File: config.mk
export PLATFORM = sky130hd
export DESIGN_NAME = zkn_sbox_arbiter
export DESIGN_NICKNAME = d
export VERILOG_FILES = /design/src/rtl/zkn_sbox_arbiter.sv
export SDC_FILE = /design/constraint.sdc
export NUM_CORES = 1
export LEC_CHECK = 0
export ABC_AREA = 1
export ABC_CLOCK_PERIOD_IN_PS = 1900
export BUFFER_PORTS_ARGS = -buffer_cell sky130_fd_sc_hd__buf_2
export CAP_MARGIN = 25
export CORE_AREA = 2 2 70 72
export DETAILED_ROUTE_END_ITERATION = 8
export DIE_AREA = 0 0 72 74
export GPL_TIMING_DRIVEN = 0
export PLACE_DENSITY = 0.8
export SYNTH_ARGS = -nofsm -noshare
export SYNTH_HDL_FRONTEND = slang
export SYNTH_SLANG_ARGS = --single-unit
File: constraint.sdc
create_clock -name clk_i -period 1.9 [get_ports clk_i]
set_input_delay 0.095 -clock clk_i [delete_from_list [all_inputs] [get_ports clk_i]]
set_output_delay 0.095 -clock clk_i [all_outputs]
set_load 0.05 [all_outputs]
File: src/rtl/zkn_sbox_arbiter.sv
// zkn_sbox_arbiter
//   Shares one fixed-latency AES S-box datapath between NR_REQ requesters
//   (index 0: core ZKN FU, index 1: CV-X-IF coprocessor). One lookup is
//   granted per cycle in round-robin order. Each issue is tagged with its
//   requester index and transaction ID in a shift pipe of depth SBOX_LAT,
//   so the S-box result is routed back to its owner when it emerges.
//   Core-side (index 0) entries are killed on pipeline flush.
//
// Ports
//   clk_i, rst_ni          clock, asynchronous active-low reset
//   en_i                   ZKN enable; 0 blocks new grants only
//   flush_i                core flush; kills requester-0 traffic
//   req_valid_i/ready_o    per-requester handshake (ready is one-hot or zero)
//   req_data_i/inv_i/tid_i per-requester word, inverse select, transaction ID
//   sbox_valid_o/in_o/inv_o  issue to the S-box pipeline
//   sbox_out_i             S-box result for the issue SBOX_LAT cycles earlier
//   rsp_valid_o/data_o/tid_o result return (one-hot valid, no backpressure)
module zkn_sbox_arbiter #(
  parameter int unsigned NR_REQ   = 2,
  parameter int unsigned DATA_W   = 32,
  parameter int unsigned TID_W    = 3,
  parameter int unsigned SBOX_LAT = 2
) (
  input  logic                      clk_i,
  input  logic                      rst_ni,
  input  logic                      en_i,
  input  logic                      flush_i,
  input  logic [NR_REQ-1:0]         req_valid_i,
  output logic [NR_REQ-1:0]         req_ready_o,
  input  logic [NR_REQ*DATA_W-1:0]  req_data_i,
  input  logic [NR_REQ-1:0]         req_inv_i,
  input  logic [NR_REQ*TID_W-1:0]   req_tid_i,
  output logic                      sbox_valid_o,
  output logic [DATA_W-1:0]         sbox_in_o,
  output logic                      sbox_inv_o,
  input  logic [DATA_W-1:0]         sbox_out_i,
  output logic [NR_REQ-1:0]         rsp_valid_o,
  output logic [DATA_W-1:0]         rsp_data_o,
  output logic [TID_W-1:0]          rsp_tid_o
);

  localparam int unsigned IDX_W = (NR_REQ > 1) ? $clog2(NR_REQ) : 1;
  localparam int unsigned LAST  = SBOX_LAT - 1;

  logic [NR_REQ-1:0]   w_elig;
  logic [NR_REQ-1:0]   w_gnt;
  logic [IDX_W-1:0]    w_gnt_idx;
  logic                w_any;
  logic [DATA_W-1:0]   w_sbox_in;
  logic                w_sbox_inv;
  logic [TID_W-1:0]    w_tid;

  logic [IDX_W-1:0]    r_rr;
  logic [SBOX_LAT-1:0] r_vld;
  logic [IDX_W-1:0]    r_idx [SBOX_LAT];
  logic [TID_W-1:0]    r_tid [SBOX_LAT];

  // Grants are also gated by rst_ni so every output is quiet during reset.
  always_comb begin
    w_elig = '0;
    for (int unsigned i = 0; i < NR_REQ; i++) begin
      w_elig[i] = rst_ni & en_i & req_valid_i[i] & ~((i == 0) & flush_i);
    end
  end

  // First eligible index at or after r_rr, wrapping.
  always_comb begin
    w_gnt     = '0;
    w_gnt_idx = '0;
    w_any     = 1'b0;
    for (int unsigned off = 0; off < NR_REQ; off++) begin
      int unsigned idx;
      idx = (32'(r_rr) + off) % NR_REQ;
      if (!w_any && w_elig[idx]) begin
        w_any      = 1'b1;
        w_gnt[idx] = 1'b1;
        w_gnt_idx  = IDX_W'(idx);
      end
    end
  end

  always_comb begin
    w_sbox_in  = '0;
    w_sbox_inv = 1'b0;
    w_tid      = '0;
    for (int unsigned i = 0; i < NR_REQ; i++) begin
      if (w_gnt[i]) begin
        w_sbox_in  = req_data_i[i*DATA_W +: DATA_W];
        w_sbox_inv = req_inv_i[i];
        w_tid      = req_tid_i[i*TID_W +: TID_W];
      end
    end
  end

  assign req_ready_o  = w_gnt;
  assign sbox_valid_o = w_any;
  assign sbox_in_o    = w_sbox_in;
  assign sbox_inv_o   = w_sbox_inv;

  // Flush clears requester-0 valids as they move one stage, which covers
  // both the entry being loaded and every entry still inside the pipe; the
  // last stage has already been presented and simply drops out.
  always_ff @(posedge clk_i or negedge rst_ni) begin
    if (!rst_ni) begin
      r_rr  <= '0;
      r_vld <= '0;
      for (int unsigned s = 0; s < SBOX_LAT; s++) begin
        r_idx[s] <= '0;
        r_tid[s] <= '0;
      end
    end else begin
      if (w_any) begin
        r_rr <= (w_gnt_idx == IDX_W'(NR_REQ - 1)) ? '0 : w_gnt_idx + 1'b1;
      end
      r_vld[0] <= w_any & ~(flush_i & (w_gnt_idx == '0));
      r_idx[0] <= w_gnt_idx;
      r_tid[0] <= w_tid;
      for (int unsigned s = 1; s < SBOX_LAT; s++) begin
        r_vld[s] <= r_vld[s-1] & ~(flush_i & (r_idx[s-1] == '0));
        r_idx[s] <= r_idx[s-1];
        r_tid[s] <= r_tid[s-1];
      end
    end
  end

  always_comb begin
    rsp_valid_o = '0;
    rsp_data_o  = '0;
    rsp_tid_o   = '0;
    if (r_vld[LAST]) begin
      for (int unsigned i = 0; i < NR_REQ; i++) begin
        if (r_idx[LAST] == IDX_W'(i)) begin
          rsp_valid_o[i] = 1'b1;
        end
      end
      rsp_data_o = sbox_out_i;
      rsp_tid_o  = r_tid[LAST];
    end
  end

endmodule

# After elaboration in Yosys (flattened, before gate mapping)
# Cells that the tools add are included.
dict set report totals {
  register_bits 11
  output_inout_bits 73
  word_cells 56
  inputBits 110
}
dict set report op_classes {
  n_reduce_logical 4
  muxes 26
  n_bitwise 14
  order_cmp 4
  add_sub_neg 2
}
# cell n
set op_table {}
lappend op_table {{2-to-1 mux 32 bit} 3}
lappend op_table {{2-to-1 mux 1 bit} 15}
lappend op_table {{2-to-1 mux 3 bit} 3}
lappend op_table {{AND 1 bit} 8}
lappend op_table {{2-to-1 mux 2 bit} 3}
lappend op_table {{NOT 1 bit} 5}
lappend op_table {{< comparator 1 x 2 -> 1 bit (second input constant)} 2}
lappend op_table {{logical AND 1 bit} 3}
lappend op_table {{adder 1 bit (second input constant)} 2}
lappend op_table {{demux 1 bit (select 1 bit)} 2}
lappend op_table {{greater-or-equal comparator 1 bit (second input constant)} 2}
lappend op_table {{OR 2 bit} 1}
lappend op_table {{logical NOT 1 bit} 1}

# Logic depth before layout (Yosys ltp)
dict set report logic_depth {
  ltp_word 13
  ltp_mapped 6
  depth_no_buf 5
}

# Least setup slack after synthesis
# No wires, ideal clock.
dict set report synth_timing {
  kind {register to output}
  from {register r_rr}
  to {output port req_ready_o[0]}
  required_time_ps 1805
  arrival_time_ps 1230
  setup_slack_ps 575
  path_buffers 0
  stages_incl_launch_ff 4
  path_cell_list {dfrtp_1 > nand2_4 > inv_1 > nor2_1}
}
dict set report synth_via {
  elab_chain_cells 7
  elab_cells_between_ends 21
  cone_classes {1 x add/sub; 4 x order compare; 11 x mux; 1 x bitwise; 4 x reduce/logical}
}
# item line
set synth_rtl {}
lappend synth_rtl {{start, declared} 53} ;# logic [IDX_W-1:0] r_rr;
lappend synth_rtl {{start signal, assigned} 113} ;# r_rr <= (w_gnt_idx == IDX_W'(NR_REQ - 1)) ? '0 : w_gnt_idx + 1'b1;
lappend synth_rtl {{adder 1 bit, or another cell as far along} 73} ;# idx = (32'(r_rr) + off) % NR_REQ;
lappend synth_rtl {{< comparator 1 x 2 -> 1 bit (implied by the code), or another cell as far along} 76} ;# w_gnt[idx] = 1'b1;
lappend synth_rtl {{logical AND 1 bit (implied by the code) / 2-to-1 mux 1 bit (equally long branches)} 76}
lappend synth_rtl {{2-to-1 mux 1 bit (implied by the code) / demux 1 bit (select 1 bit) (equally long branches)} 76}
lappend synth_rtl {{demux 1 bit (select 1 bit) / 2-to-1 mux 2 bit (equally long branches)} {76, 74}}
lappend synth_rtl {{OR 2 bit (no line)} --}
lappend synth_rtl {{2-to-1 mux 2 bit (*)} 74} ;# if (!w_any && w_elig[idx]) begin
lappend synth_rtl {{end, declared} 29} ;# output logic [NR_REQ-1:0] req_ready_o,
# Mark *: on every way between the ends. The rest lies on a longest branch, timed or not. The select of a mux whose other input is x is not followed.

# Final worst setup path
dict set report layout_timing {
  from {register r_rr}
  to {output port sbox_in_o[16]}
}
dict set report layout_via {
  elab_chain_cells 9
  elab_cells_between_ends 23
  cone_classes {1 x add/sub; 4 x order compare; 13 x mux; 1 x bitwise; 4 x reduce/logical}
}
# item line
set layout_rtl {}
lappend layout_rtl {{adder 1 bit, or another cell as far along} 73}
lappend layout_rtl {{< comparator 1 x 2 -> 1 bit (implied by the code), or another cell as far along} 76}
lappend layout_rtl {{logical AND 1 bit (implied by the code) / 2-to-1 mux 1 bit (equally long branches)} 76}
lappend layout_rtl {{2-to-1 mux 1 bit (implied by the code) / demux 1 bit (select 1 bit) (equally long branches)} 76}
lappend layout_rtl {{demux 1 bit (select 1 bit) / 2-to-1 mux 2 bit (equally long branches)} {76, 74}}
lappend layout_rtl {{OR 2 bit (no line)} --}
lappend layout_rtl {{2-to-1 mux 2 bit (*)} 74}
lappend layout_rtl {{2-to-1 mux 32 bit} 87} ;# if (w_gnt[i]) begin
lappend layout_rtl {{2-to-1 mux 32 bit (*)} 87}
lappend layout_rtl {{end, declared} 34} ;# output logic [DATA_W-1:0] sbox_in_o,
# Marked as above.

==> run_summary.xml <==
<?xml version="1.0" encoding="UTF-8"?>
<metrics>
  <group name="synth">
    <metric name="netlist_top_cells_area" unit="">nand3_2 20%, nand2_1 19%, dfrtp_1 19%, nand3_1 14%, inv_1 10%</metric>
    <metric name="synthCells" unit="">231</metric>
    <metric name="nets_in_the_synthesized_netlist" unit="">341</metric>
    <metric name="synth.distinct_cells" unit="">16</metric>
    <metric name="yosys_register_bits" unit="">11</metric>
    <metric name="synth-seq-area-share" unit="%">18.8</metric>
    <metric name="synthTopCellsByCount" unit="">76 x nand2_1, 42 x nand3_1, 41 x inv_1</metric>
    <metric name="yosysMostFrequentCell" unit="">nand2_1</metric>
    <metric name="asyncSetResetFlopFracSynth" unit="%">100</metric>
    <metric name="synthesis.yosys.warnings" unit="">0</metric>
    <metric name="avgSynthCellArea" unit="µm²">6.35</metric>
    <metric name="synth_edf_count" unit="">0</metric>
    <metric name="yosys.area.top_type_share" unit="%">20.5</metric>
    <metric name="post-synth-top-area-cell" unit="">nand3_2</metric>
    <metric name="synth_ff_type" unit="">dfrtp_1</metric>
    <metric name="post_synthesis_cell_area" unit="mm²">0.00147</metric>
  </group>
  <group name="final_layout">
    <metric name="n_fill_cell" unit="">462</metric>
    <metric name="antenna-diode-count" unit="">0</metric>
    <metric name="synth_to_layout_area_growth" unit="%">70.5</metric>
    <metric name="design.final.nets" unit="">529</metric>
    <metric name="sequential_cell_area" unit="µm²">275</metric>
    <metric name="final_layout_size_suffix_gt1_share" unit="%">56.7</metric>
    <metric name="multiInputGateArea" unit="µm²">912</metric>
    <metric name="finalInstanceArea" unit="mm²">0.00250</metric>
  </group>
  <group name="detailed_routing">
    <metric name="drc_errors" unit="">0</metric>
    <metric name="detail-route-antenna-nets" unit="">0</metric>
    <metric name="routed_wirelength" unit="µm">4810</metric>
    <metric name="detail_route.wl_per_cell" unit="µm">10.2</metric>
    <metric name="drt_iter0_markers" unit="">38</metric>
    <metric name="routed_via_count_divided_by_cell_count" unit="">4.43</metric>
    <metric name="vias" unit="">2089</metric>
    <metric name="drt_pass1_iterations" unit="">4</metric>
  </group>
  <group name="clock_network">
    <metric name="clock_tree_from_tritoncts" unit="">yes</metric>
    <metric name="clkLatencyLatePin" unit="ns">0.23</metric>
    <metric name="tritoncts.num_buffers" unit="">3</metric>
    <metric name="cts_post_setup_buffers_inserted" unit="">0</metric>
    <metric name="clk_pin_slew_worst_paths" unit="ns">0.05</metric>
    <metric name="cts-htree-levels" unit="">1</metric>
    <metric name="numClockSinks" unit="">11</metric>
    <metric name="max-clock-path-buffers" unit="">2</metric>
    <metric name="cts_resized" unit="">0</metric>
    <metric name="ctsRootBufferMaster" unit="">clkbuf_8</metric>
  </group>
  <group name="placed_design">
    <metric name="placedInstanceArea" unit="mm²">0.00244</metric>
    <metric name="detailedPlacementHpwl" unit="µm">4180</metric>
    <metric name="gp_congestion" unit="">0.825</metric>
    <metric name="preCtsSetupSlack" unit="ns">0.400</metric>
    <metric name="port_buffers" unit="">182</metric>
  </group>
  <group name="sta">
    <metric name="post-route-worst-setup-slack" unit="ns">0.283</metric>
    <metric name="grt_setup_unrepaired" unit="">no</metric>
    <metric name="totalNegativeSetupSlack" unit="ns">0</metric>
    <metric name="fmax" unit="GHz">0.618</metric>
    <metric name="skew" unit="ns">0.000785</metric>
    <metric name="max-slew-margin-rel" unit="%">69.6</metric>
    <metric name="final-hold-violation-count" unit="">0</metric>
    <metric name="period_needed" unit="ns">1.62</metric>
    <metric name="final_max_tran_viols" unit="">0</metric>
    <metric name="report.final.setup_viol" unit="">0</metric>
    <metric name="period_share" unit="%">85.1</metric>
    <metric name="worst-slew-pin-transition" unit="ns">0.455</metric>
  </group>
  <group name="global_routing">
    <metric name="grt_start_max_net_pins" unit="">12</metric>
    <metric name="grt_antenna_before_repair" unit="">0</metric>
    <metric name="overflow" unit="">0</metric>
    <metric name="grt_pass1_vias" unit="">1807</metric>
    <metric name="gr-usage-all-layers" unit="%">16.8</metric>
    <metric name="grt_pass1_wl" unit="µm">7320</metric>
  </group>
  <group name="pwr">
    <metric name="vdd_ir_drop_max" unit="V">0.000184</metric>
    <metric name="leakagePower" unit="µW">0.00187</metric>
    <metric name="power_density" unit="mW/mm²">402</metric>
  </group>
  <group name="setup_path">
    <metric name="critical_path_arrival" unit="ns">1.52</metric>
    <metric name="cp_data_required_time" unit="ns">1.80</metric>
    <metric name="end_kind" unit="">output pin</metric>
    <metric name="path_max_fanout" unit="">10</metric>
    <metric name="timing.critical_path.from_type" unit="">flop</metric>
    <metric name="worstSetupPathType" unit="">reg -&gt; out</metric>
  </group>
  <group name="die">
    <metric name="row_count" unit="">25</metric>
    <metric name="placeableCoreArea" unit="mm²">0.00460</metric>
    <metric name="dieWidth" unit="µm">72</metric>
    <metric name="die_h" unit="µm">74</metric>
    <metric name="design.portCount" unit="">183</metric>
    <metric name="starting_utilization_of_the_core_area" unit="%">31.9</metric>
    <metric name="die-area" unit="mm²">0.00533</metric>
  </group>
  <group name="worst_hold_path">
    <metric name="min_path_type" unit="">in -&gt; reg</metric>
  </group>
  <group name="run_status">
    <metric name="status" unit="">finished clean</metric>
  </group>
  <group name="job">
    <metric name="max_cap_viol_count" unit="">0</metric>
  </group>
</metrics>
==> registers in the layout, summed over array words and instances, names as in the netlist <==
name,cells
r_tid,6
r_idx,2
r_rr,1
r_vld,2
==> metal layers <==
layer | GRT usage [%] | part of all wire (%) | up-vias
met5 | 0 | 0 | -
met2 | 33.2 | 50 | 110
li1 | - | - | 1083
met1 | 17.6 | 37 | 888
met4 | 5.45 | 1.6 | 0
met3 | 3.79 | 11 | 8
==> power breakdown <==
part	switching (µW)	total, µW	internal, µW	leakage [µW]
combinational	350	520	170	0.00170
clock	77.0	223	146	0.0000228
sequential	11.2	262	251	0.000147
==> critical path, stage by stage (launching register included) <==
cell and delay (ns):
dfrtp_1 0.40, inv_2 0.09, nand3_4 0.15, buf_2 0.23, nand3_1 0.10, nand2_1 0.07, buf_2 0.26
==> area by class of cell <==
cell class,count,share of cell area (%)
Timing Repair Buffer,183,36.8
Tap cell,54,2.70
Inverter,44,6.61
Sequential cell,11,11.0
Clock buffer,4,1.80
Buffer,16,4.55
Multi-Input combinational cell,160,36.5
==> timing repair <==
action / in CTS / in global routing
endpoints found under the setup margin: 0 / 0
hold endpoints to repair: 11 / 0
hold buffers: 1 / 0
==> placed cells by master (no fill, tap or decap) <==
cell type / instances
o21a_1: 1
nand2_1: 76
nand3_1: 42
buf_6: 6
buf_2: 189
nor2_1: 2
inv_1: 41
clkbuf_8: 3
buf_1: 3
a21oi_1: 3
inv_2: 3
nor2_2: 1
nand3_2: 30
nand3_4: 1
nor2_8: 2
nand2_4: 2
dlygate4sd3_1: 1
clkbuf_1: 1
dfrtp_1: 11
==> final timing paths <==
path / start / end / slack [ns] / cells past startpoint
min in group asynchronous: rst_ni / r_vld[1] / 0.39 / 2
hold / removal: req_tid_i[5] / r_tid[5] / 0.09 / 3
max in group asynchronous: rst_ni / r_tid[4] / 1.20 / 2
setup reg to reg: r_rr / r_tid[4] / 0.92 / 4
hold reg to reg: r_tid[5] / r_tid[2] / 0.35 / 0
setup / recovery: r_rr / sbox_in_o[16] / 0.28 / 6
==> kinds of logic after synthesis <==
group                  after synthesis  synth area share (%)
AO/OA/AOI/OAI                        4                  1.54
buffers and inverters               60                  19.0
flip-flops                          11                  18.8
AND/OR/NAND/NOR                    156                  60.7
==> through the flow <==
stage	cells	total power, µW	util [%]	hold WS [ns]
3_3_place_gp	467	782	53.2	-0.00612
2_1_floorplan	231	594	-	-0.201
6_report	472	1000	54.4	0.0916
4_1_cts	472	1010	54.4	0.0978
5_1_grt	472	1070	54.4	0.126
3_5_place_dp	467	788	53.2	-0.00735
(Power assumes the default switching activity.)
